==> src/rtl/mem_arbiter.sv <==
// mem_arbiter: merges the CPU instruction-side and data-side request ports
// onto a single external memory port.
//
// Each side pulses x_valid for one cycle; the request is captured into a
// holding register and marked pending. An FSM issues one external
// transaction at a time, waits for mem_ready and steers the response back
// to the owning side in the same cycle.
//
// Ports:
//   clock, reset               single clock, synchronous active-high reset
//   imem_* (valid/instr/addr/wdata/wstrb in, rdata/ready out)  I-side port
//   dmem_* (valid/instr/addr/wdata/wstrb in, rdata/ready out)  D-side port
//   mem_*  (valid/instr/addr/wdata/wstrb out, rdata/ready in)  external port
//   protocol_err               sticky flag: second request while pending
module mem_arbiter #(
  parameter int ADDR_WIDTH = 32,
  parameter int DATA_WIDTH = 32,
  parameter int ARB_MODE   = 0   // 0 = round-robin, 1 = data side wins
) (
  input  logic                    clock,
  input  logic                    reset,
  input  logic                    imem_valid,
  input  logic                    imem_instr,
  input  logic [ADDR_WIDTH-1:0]   imem_addr,
  input  logic [DATA_WIDTH-1:0]   imem_wdata,
  input  logic [DATA_WIDTH/8-1:0] imem_wstrb,
  output logic [DATA_WIDTH-1:0]   imem_rdata,
  output logic                    imem_ready,
  input  logic                    dmem_valid,
  input  logic                    dmem_instr,
  input  logic [ADDR_WIDTH-1:0]   dmem_addr,
  input  logic [DATA_WIDTH-1:0]   dmem_wdata,
  input  logic [DATA_WIDTH/8-1:0] dmem_wstrb,
  output logic [DATA_WIDTH-1:0]   dmem_rdata,
  output logic                    dmem_ready,
  output logic                    mem_valid,
  output logic                    mem_instr,
  output logic [ADDR_WIDTH-1:0]   mem_addr,
  output logic [DATA_WIDTH-1:0]   mem_wdata,
  output logic [DATA_WIDTH/8-1:0] mem_wstrb,
  input  logic [DATA_WIDTH-1:0]   mem_rdata,
  input  logic                    mem_ready,
  output logic                    protocol_err
);

  localparam int SW = DATA_WIDTH / 8;

  typedef enum logic [1:0] {IDLE, WAIT_I, WAIT_D} state_t;

  state_t                  state_reg;
  logic                    pend_i_reg, pend_d_reg;
  logic                    last_grant_reg;  // 0 = I, 1 = D
  logic                    protocol_err_reg;

  logic                    hold_i_instr_reg, hold_d_instr_reg;
  logic [ADDR_WIDTH-1:0]   hold_i_addr_reg,  hold_d_addr_reg;
  logic [DATA_WIDTH-1:0]   hold_i_wdata_reg, hold_d_wdata_reg;
  logic [SW-1:0]           hold_i_wstrb_reg, hold_d_wstrb_reg;

  logic issue, grant_d, done_i, done_d;

  // Outputs are gated by reset so the port is quiet during the reset cycle
  // even before the registers have been cleared by the edge.
  assign issue   = !reset && (state_reg == IDLE) && (pend_i_reg || pend_d_reg);
  // D wins when alone, in fixed-priority mode, or when I was granted last.
  assign grant_d = pend_d_reg && (!pend_i_reg || (ARB_MODE != 0) || !last_grant_reg);
  assign done_i  = !reset && (state_reg == WAIT_I) && mem_ready;
  assign done_d  = !reset && (state_reg == WAIT_D) && mem_ready;

  always_comb begin
    mem_valid  = issue;
    mem_instr  = 1'b0;
    mem_addr   = '0;
    mem_wdata  = '0;
    mem_wstrb  = '0;
    if (issue) begin
      if (grant_d) begin
        mem_instr = hold_d_instr_reg;
        mem_addr  = hold_d_addr_reg;
        mem_wdata = hold_d_wdata_reg;
        mem_wstrb = hold_d_wstrb_reg;
      end else begin
        mem_instr = hold_i_instr_reg;
        mem_addr  = hold_i_addr_reg;
        mem_wdata = hold_i_wdata_reg;
        mem_wstrb = hold_i_wstrb_reg;
      end
    end
    imem_ready = done_i;
    imem_rdata = done_i ? mem_rdata : '0;
    dmem_ready = done_d;
    dmem_rdata = done_d ? mem_rdata : '0;
  end

  assign protocol_err = protocol_err_reg;

  always_ff @(posedge clock) begin
    if (reset) begin
      state_reg        <= IDLE;
      pend_i_reg       <= 1'b0;
      pend_d_reg       <= 1'b0;
      last_grant_reg   <= 1'b0;
      protocol_err_reg <= 1'b0;
      hold_i_instr_reg <= 1'b0;
      hold_i_addr_reg  <= '0;
      hold_i_wdata_reg <= '0;
      hold_i_wstrb_reg <= '0;
      hold_d_instr_reg <= 1'b0;
      hold_d_addr_reg  <= '0;
      hold_d_wdata_reg <= '0;
      hold_d_wstrb_reg <= '0;
    end else begin
      case (state_reg)
        IDLE: begin
          if (issue) begin
            state_reg      <= grant_d ? WAIT_D : WAIT_I;
            last_grant_reg <= grant_d;
          end
        end
        WAIT_I:  if (mem_ready) state_reg <= IDLE;
        WAIT_D:  if (mem_ready) state_reg <= IDLE;
        default: state_reg <= IDLE;
      endcase

      // A new request is legal when nothing is pending or the pending one
      // completes this very cycle; otherwise it is dropped and flagged.
      if (imem_valid) begin
        if (!pend_i_reg || done_i) begin
          pend_i_reg       <= 1'b1;
          hold_i_instr_reg <= imem_instr;
          hold_i_addr_reg  <= imem_addr;
          hold_i_wdata_reg <= imem_wdata;
          hold_i_wstrb_reg <= imem_wstrb;
        end else begin
          protocol_err_reg <= 1'b1;
        end
      end else if (done_i) begin
        pend_i_reg <= 1'b0;
      end

      if (dmem_valid) begin
        if (!pend_d_reg || done_d) begin
          pend_d_reg       <= 1'b1;
          hold_d_instr_reg <= dmem_instr;
          hold_d_addr_reg  <= dmem_addr;
          hold_d_wdata_reg <= dmem_wdata;
          hold_d_wstrb_reg <= dmem_wstrb;
        end else begin
          protocol_err_reg <= 1'b1;
        end
      end else if (done_d) begin
        pend_d_reg <= 1'b0;
      end
    end
  end

endmodule

==> config.mk <==
export PLATFORM = sky130hd
export DESIGN_NAME = mem_arbiter
export DESIGN_NICKNAME = d
export VERILOG_FILES = /design/src/rtl/mem_arbiter.sv
export SDC_FILE = /design/constraint.sdc
export NUM_CORES = 1
export LEC_CHECK = 0
export CAP_MARGIN = 30
export CORE_AREA = 10 10 161 133
export DETAILED_ROUTE_END_ITERATION = 7
export DIE_AREA = 0 0 171 143
export GPL_ROUTABILITY_DRIVEN = 0
export MAX_ROUTING_LAYER = met4
export PLACE_DENSITY = 0.8
export SYNTH_ARGS = -nofsm -noshare
export SYNTH_HDL_FRONTEND = slang
export SYNTH_SLANG_ARGS = --single-unit
==> constraint.sdc <==
create_clock -name clock -period 2.75 [get_ports clock]
set_clock_uncertainty 0.05 [all_clocks]
set_input_delay 0.825 -clock clock [delete_from_list [all_inputs] [get_ports clock]]
set_output_delay 0.825 -clock clock [all_outputs]
set_load 0.03 [all_outputs]
* After elaboration in Yosys (flattened, before gate mapping)
Index checks and enable logic that the tools add are counted.
Storage, ports and cells: flip-flop bits (word level) 144, input bits 175, output and inout port bits 137, logic and storage cells 68
Operators by class: equality and inequality tests 6, multiplexer cells 24, reductions and logical operators 25
Operators with widths (count):
- $mux W32 | 6
- $mux W1 | 12
- $reduce_and A2 Y1 | 6
- $mux W4 | 2
- $logic_and A1 B1 Y1 | 7
- $mux W2 | 3
- $ne A2 B1 Y1 const B | 3
- $logic_not A1 Y1 | 4
- $logic_or A1 B1 Y1 | 4
- $pmux W2 S2 | 1
- $reduce_bool A2 Y1 | 2
- $eq A2 B1 Y1 const B | 1
- $eq A2 B2 Y1 const B | 1
- $logic_not A2 Y1 | 1
- $ne A2 B2 Y1 const B | 1
- $reduce_or A2 Y1 | 1

* Logic depth before layout (Yosys ltp)
Gate-level depths: netlist of run 1.
depth in word-level cells 8, mapped depth 8, gate-level depth less buffers 6

* Worst setup path before layout of run 1
No wires, ideal clock.
path type input port to output port, from input reset, to output mem_addr[13], arrival 1.940 ns, required time 1.875 ns, path slack -0.065 ns, cell stages on the path 5, buffers on the path 2, path through nor2b_1 > o21ai_1 > buf_2 > buf_2 > a21oi_1
On the way: word-level cells in the longest chain between the ends 4
RTL lines:
- start, declared | line 21 | input logic reset,
- $logic_not A1 Y1 | line 64 | assign issue = !reset && (state_reg == IDLE) && (pend_i_reg || pend_d_reg);
- $logic_and A1 B1 Y1 (2 in series) | line 64
- $mux W32 | line 76 | if (issue) begin
- end, declared | line 38 | output logic [ADDR_WIDTH-1:0] mem_addr,
No other way between the ends.

* Worst setup path after layout of run 1
from input reset, to output dmem_rdata[9]
On the way: word-level cells in the longest chain between the ends 4
RTL lines:
- $logic_not A1 Y1 | line 68 | assign done_d = !reset && (state_reg == WAIT_D) && mem_ready;
- $logic_and A1 B1 Y1 (2 in series) | line 68
- $mux W32 | line 92 | dmem_rdata = done_d ? mem_rdata : '0;
- end, declared | line 34 | output logic [DATA_WIDTH-1:0] dmem_rdata,
No other way between the ends.

==> impl_metrics.toml, run 1 <==
[worst_setup_path]
crit_fanout = 8
crit_top_cell = "buf_6"
critPathLaunch = "reset"
crit_chain = "buf_6, buf_6, nand3b_1, inv_4, clkbuf_16, and2_1, buf_4"
critical_path.max_stage_delay_ns = 0.22
critPathRequiredTime_ns = 1.88
cp_slowest_cell = "nand3b_1"
r2r-start = "state_reg[0]"
crit_path_start_kind = "input pin"
worstSetupPathType = "input pin to output port"
r2r_setup_slack_ns = 0.79
crit_arrival_ns = 1.87
crit_path_end_kind = "output port"

[finish]
mostFrequentLayoutCells = "278 x nand2b_1, 173 x clkdlybuf4s50_1, 141 x dfxtp_1, 139 x nand2_1, 138 x mux2i_1"
area_growth_pct = 57.9
nets = 1409
final_layout_size_suffix_gt1_share_pct = 20.7
design_area_sq_mm = 0.0124
num_antenna_cells = 0
final_cells = 1474
layout_commonest_cell = "nand2b_1"
regArea_sq_mm = 0.00289
multi_input_area_sq_mm = 0.00478
nFillCells = 1425

[floorplan]
num_rows = 44
dieWidth_um = 171
die-height_um = 143
start_util_pct = 43.6
pin_count = 312
coreArea_sq_mm = 0.0181
fp.dieArea_sq_mm = 0.0245

[route]
drt_wl_total_um = 26700
drcViolationCount = 0
viasPerCell = 4.84
wl_per_cell_um = 18.1
drt_pre_antenna_iters = 5
ant_nets = 0
num_vias = 7136
drt_iter0_drc = 467

[grt]
grtUsageTotal_pct = 20.4
antenna_found_initial = 0
grt_max_degree = 127
gr-total-overflow = 0
grt_pass1_wl_um = 38800
grt_pass1_vias = 6973

[timing]
tns_ns = 0
relSlewSlack_pct = 42.3
slew_viol_final = 0
setup_violations = 0
fin_hold_ws_ns = 0.421
fin_crit_sh_pct = 99.9
period_minus_slack_ns = 2.75
hold_violations = 0
rsz0062_at_grt = "yes"
tightest_slew_ns = 0.866
max_freq_mhz = 364

[power_and_ir_drop]
powerDensity_mw_per_mm2 = 482
ir_worst_vdd_uv = 355
power_w = 0.00599
p_leak_nw = 4.96

[clock_network]
cts_tree = "yes"
cts_buffer_depth = 2
htree_levels = 4
cts-root-buf = "clkbuf_16"
clkTransAtPathRegs_ns = 0.06
numCtsBuffers = 17
cts.sinks = 144
holdBufCountCts = 0
clk-insertion-delay-late_ns = 0.42

[synth]
yosys_warnings = 0
syn_avg_cell_area_sq_um = 8.39
ys_ff_latch = 144
synth_area_sq_mm = 0.00787
yosys_most_used_dff = "dfxtp_1"
synth_edf_count = 0
synth_nets = 1116
synthCells = 938
seq_area_frac_synth_pct = 36.6
synthDistinctLibCells = 27
ys_async_sr_fraction_pct = 0

[place]
placed_cells = 1434
port_buffers = 311
post-dp-hpwl_um = 18500
place_area_sq_mm = 0.0114

[hold_path]
hold_path_class = "flop to flop"
hp-start = "hold_d_wdata_reg[5]"

[flow_run]
cap_violations = 0

[outcome]
run_status = "completed"
[stage by stage]
step / setup slack [ns] / util (%)
after CTS: -0.0268 / 67.0
after floorplan: -0.0647 / -
final: 0.00296 / 68.8
after global placement: -0.156 / 63.3
after detailed placement: -0.217 / 63.3
after global routing: -0.0661 / 68.8
[Yosys cell counts (2+ instances only)]
| cell | instances | area, sq um |
|---|---|---|
| buf_4 | 11 | 82.6 |
| a32o_1 | 2 | 20.0 |
| a21oi_1 | 73 | 365 |
| ha_1 | 3 | 37.5 |
| and2_1 | 64 | 400 |
| buf_6 | 3 | 33.8 |
| nand2_1 | 139 | 522 |
| mux2i_1 | 138 | 1380 |
| buf_2 | 18 | 90.1 |
| clkbuf_1 | 43 | 161 |
| nor2_1 | 3 | 11.3 |
| dfxtp_1 | 144 | 2880 |
| a21boi_1 | 2 | 15.0 |
| nand2b_1 | 278 | 1740 |
| inv_1 | 5 | 18.8 |
[worst max-delay path: cells and delay by family]
kind,cells,cell delay (ns)
buffers and inverters,5,0.70
and+or+nand+nor,2,0.34
[power breakdown]
group          leakage [nW]  internal [W]  switching (W)  total, W
registers              1.18       0.00223      0.0000752   0.00231
logic                  3.48      0.000682       0.000608   0.00129
clock network         0.295       0.00150       0.000892   0.00240
[logic make-up (layout without fill, tap and decap cells)]
family                     count (synthesis)  after routing  synth area share [%]
and+or+nand+nor                          489            489                  34.5
DFF                                      144            144                  36.6
muxes                                    138            138                  17.6
AOI/OAI and AO/OA                         83             83                  5.68
buffers and inverters                     81            387                  5.10
adders and majority gates                  3              3                 0.477
[layout make-up]
| type | count | share of cell area (%) |
|---|---|---|
| Timing Repair Buffer | 350 | 30.8 |
| Multi-Input combinational cell | 713 | 38.5 |
| Tap cell | 230 | 2.32 |
| Inverter | 5 | 0.171 |
| Clock buffer | 24 | 3.88 |
| Sequential cell | 144 | 23.2 |
| Clock inverter | 8 | 1.04 |
[worst paths after layout]
kind,end,depth (start not counted)
min reg2reg,hold_d_wdata_reg[5],2
max,dmem_rdata[9],7
max reg2reg,hold_d_addr_reg[9],8
min,hold_d_wdata_reg[5],2
[repair_timing]
action	4_1_cts	5_1_grt
gates resized for setup	18	56
pin swaps	0	2
buffers inserted	0	3
endpoints found under the setup margin	135	89
gates cloned	0	5
[layer usage]
metal | track usage [%] | share of wire, % | vias up
li1 | - | - | 3586
met1 | 25.8 | 45 | 3341
met2 | 32.1 | 48 | 190
met3 | 5.51 | 6.1 | 19
met4 | 4.52 | 0.94 | 0
met5 | - | 0 | -
No activity file was read; power rests on OpenSTA's default activity.
==> run 2: changes to the inputs <==
- GPL_TIMING_DRIVEN: not set -> 0
- HOLD_SLACK_MARGIN: not set -> 0.05
==> run 2 against run 1 <==
Effect of this change: the flow now finishes with violations (setup timing); first-iteration DRC count up 1.5%; die area is the same; clock power rose by 4%; total power rose by 2.0%; sequential power barely moved; register-to-register slack got worse by 0.02 ns; routed wire length increased by 8.1%; setup slack worse by 0.024 ns; non-clock buffer count increased by 49; critical endpoint is now imem_rdata[5]; highest routed layer unchanged.
==> impl_metrics.toml, run 2 (same netlist as run 1, synthesis figures left out) <==
[outcome]
run_status = "finished, violations left"
violations = "setup timing"

[grt]
grt_pass1_wl_um = 43300
antenna_found_initial = 1
grt_max_degree = 17
grt_pass1_vias = 7560
grtUsageTotal_pct = 23.1
gr-total-overflow = 0

[worst_setup_path]
cp_slowest_cell = "buf_2"
worstSetupPathType = "input pin to output port"
critPathRequiredTime_ns = 1.88
critical_path.max_stage_delay_ns = 0.23
crit_path_start_kind = "input pin"
crit_arrival_ns = 1.90
crit_chain = "buf_4, nand3b_4, clkinvlp_4, buf_2, and2_1, buf_2"
crit_fanout = 7
crit_top_cell = "buf_2"
crit_path_end_kind = "output port"
r2r_setup_slack_ns = 0.77

[timing]
relSlewSlack_pct = 53.0
fin_crit_sh_pct = 101
slew_viol_final = 0
rsz0062_at_grt = "yes"
tightest_slew_ns = 0.704
setup_violations = 6
period_minus_slack_ns = 2.77
layout_setup_ws_ns = -0.0211
max_freq_mhz = 361
hold_violations = 0

[finish]
final_util_pct = 67.8
nets = 1458
mostFrequentLayoutCells = "278 x nand2b_1, 173 x clkdlybuf4s50_1, 141 x dfxtp_1, 138 x mux2i_1, 137 x nand2_1"
layout_commonest_cell = "nand2b_1"
area_growth_pct = 55.6
final_layout_size_suffix_gt1_share_pct = 21.7

[flow_run]
cap_violations = 0

[clock_network]
cts-root-buf = "clkbuf_16"
clkTransAtPathRegs_ns = 0.06
cts_buffer_depth = 2
cts_tree = "yes"
numCtsBuffers = 17
htree_levels = 4
cts.sinks = 144
clk-insertion-delay-late_ns = 0.42

[route]
viasPerCell = 4.87
num_vias = 7425
wl_per_cell_um = 18.9
ant_nets = 0
drt_wl_total_um = 28800
drt_iter0_drc = 474
drt_pre_antenna_iters = 5
drcViolationCount = 0

[place]
port_buffers = 311
post-dp-hpwl_um = 21400

[floorplan]
die-height_um = 143
fp.dieArea_sq_mm = 0.0245
coreArea_sq_mm = 0.0181
dieWidth_um = 171
start_util_pct = 43.6
pin_count = 312
num_rows = 44

[power_and_ir_drop]
p_leak_nw = 4.94
power_w = 0.00611
ir_worst_vdd_uv = 320
powerDensity_mw_per_mm2 = 499

[hold_path]
hold_path_class = "flop to flop"
==> run 2: cell type report <==
cell class | count | area [sq um]
Clock buffer | 24 | 482
Clock inverter | 8 | 151
Inverter | 5 | 25.0
Fill cell | 1494 | 5810
Sequential cell | 144 | 2890
Buffer | 75 | 549
Antenna cell | 2 | 5.00
Timing Repair Buffer | 324 | 2930
Tap cell | 230 | 288
Multi-Input combinational cell | 713 | 4930
==> run 2: timing repair <==
item | CTS | global route
gates cloned | 4 | 1
resized for setup | 839 | 138
pin swaps | 1 | 6
setup buffers | 6 | 3
hold buffers | 0 | 0
endpoints found under the setup margin | 136 | 132
==> run 2: where the power goes <==
part	internal, W	switching (W)	total, W
Clock	0.00160	0.000896	0.00249
Combinational	0.000662	0.000642	0.00130
Sequential	0.00223	0.0000819	0.00231
Total	0.00449	0.00162	0.00611
==> run 2: metal layers <==
layer / global-route usage, % / vias to the layer above / wire, um
li1: - / 3689 / -
met1: 30.3 / 3501 / 13200
met2: 35.7 / 217 / 13400
met3: 6.03 / 18 / 1970
met4: 3.97 / 0 / 250
met5: - / - / 0
==> run 2: critical path, delay by kind of cell <==
kind | cells | cell delay, ns
AND/OR/NAND/NOR | 2 | 0.33
buffers and inverters | 4 | 0.74
==> run 2: metrics by stage <==
stage / setup slack (ns) / hold WS, ns / cell area [sq um] / TNS, ns / std cells
after CTS: -0.0288 / 0.424 / 11900 / -0.0897 / 1520
after floorplan: -0.0647 / 0.398 / 7870 / -0.647 / 938
after global placement: -1.45 / 0.408 / 11300 / -149.73 / 1479
after detailed placement: -1.44 / 0.411 / 11300 / -151.58 / 1479
after global routing: -0.0532 / 0.435 / 12200 / -0.788 / 1525
final: -0.0211 / 0.422 / 12200 / -0.0973 / 1525
==> run 2: worst paths after layout <==
kind | to | cells after the start | startpoint
max | imem_rdata[5] | 6 | reset
min | hold_d_addr_reg[21] | 2 | hold_d_addr_reg[21]
max reg2reg | hold_d_addr_reg[7] | 9 | state_reg[0]
min reg2reg | hold_d_addr_reg[21] | 2 | hold_d_addr_reg[21]
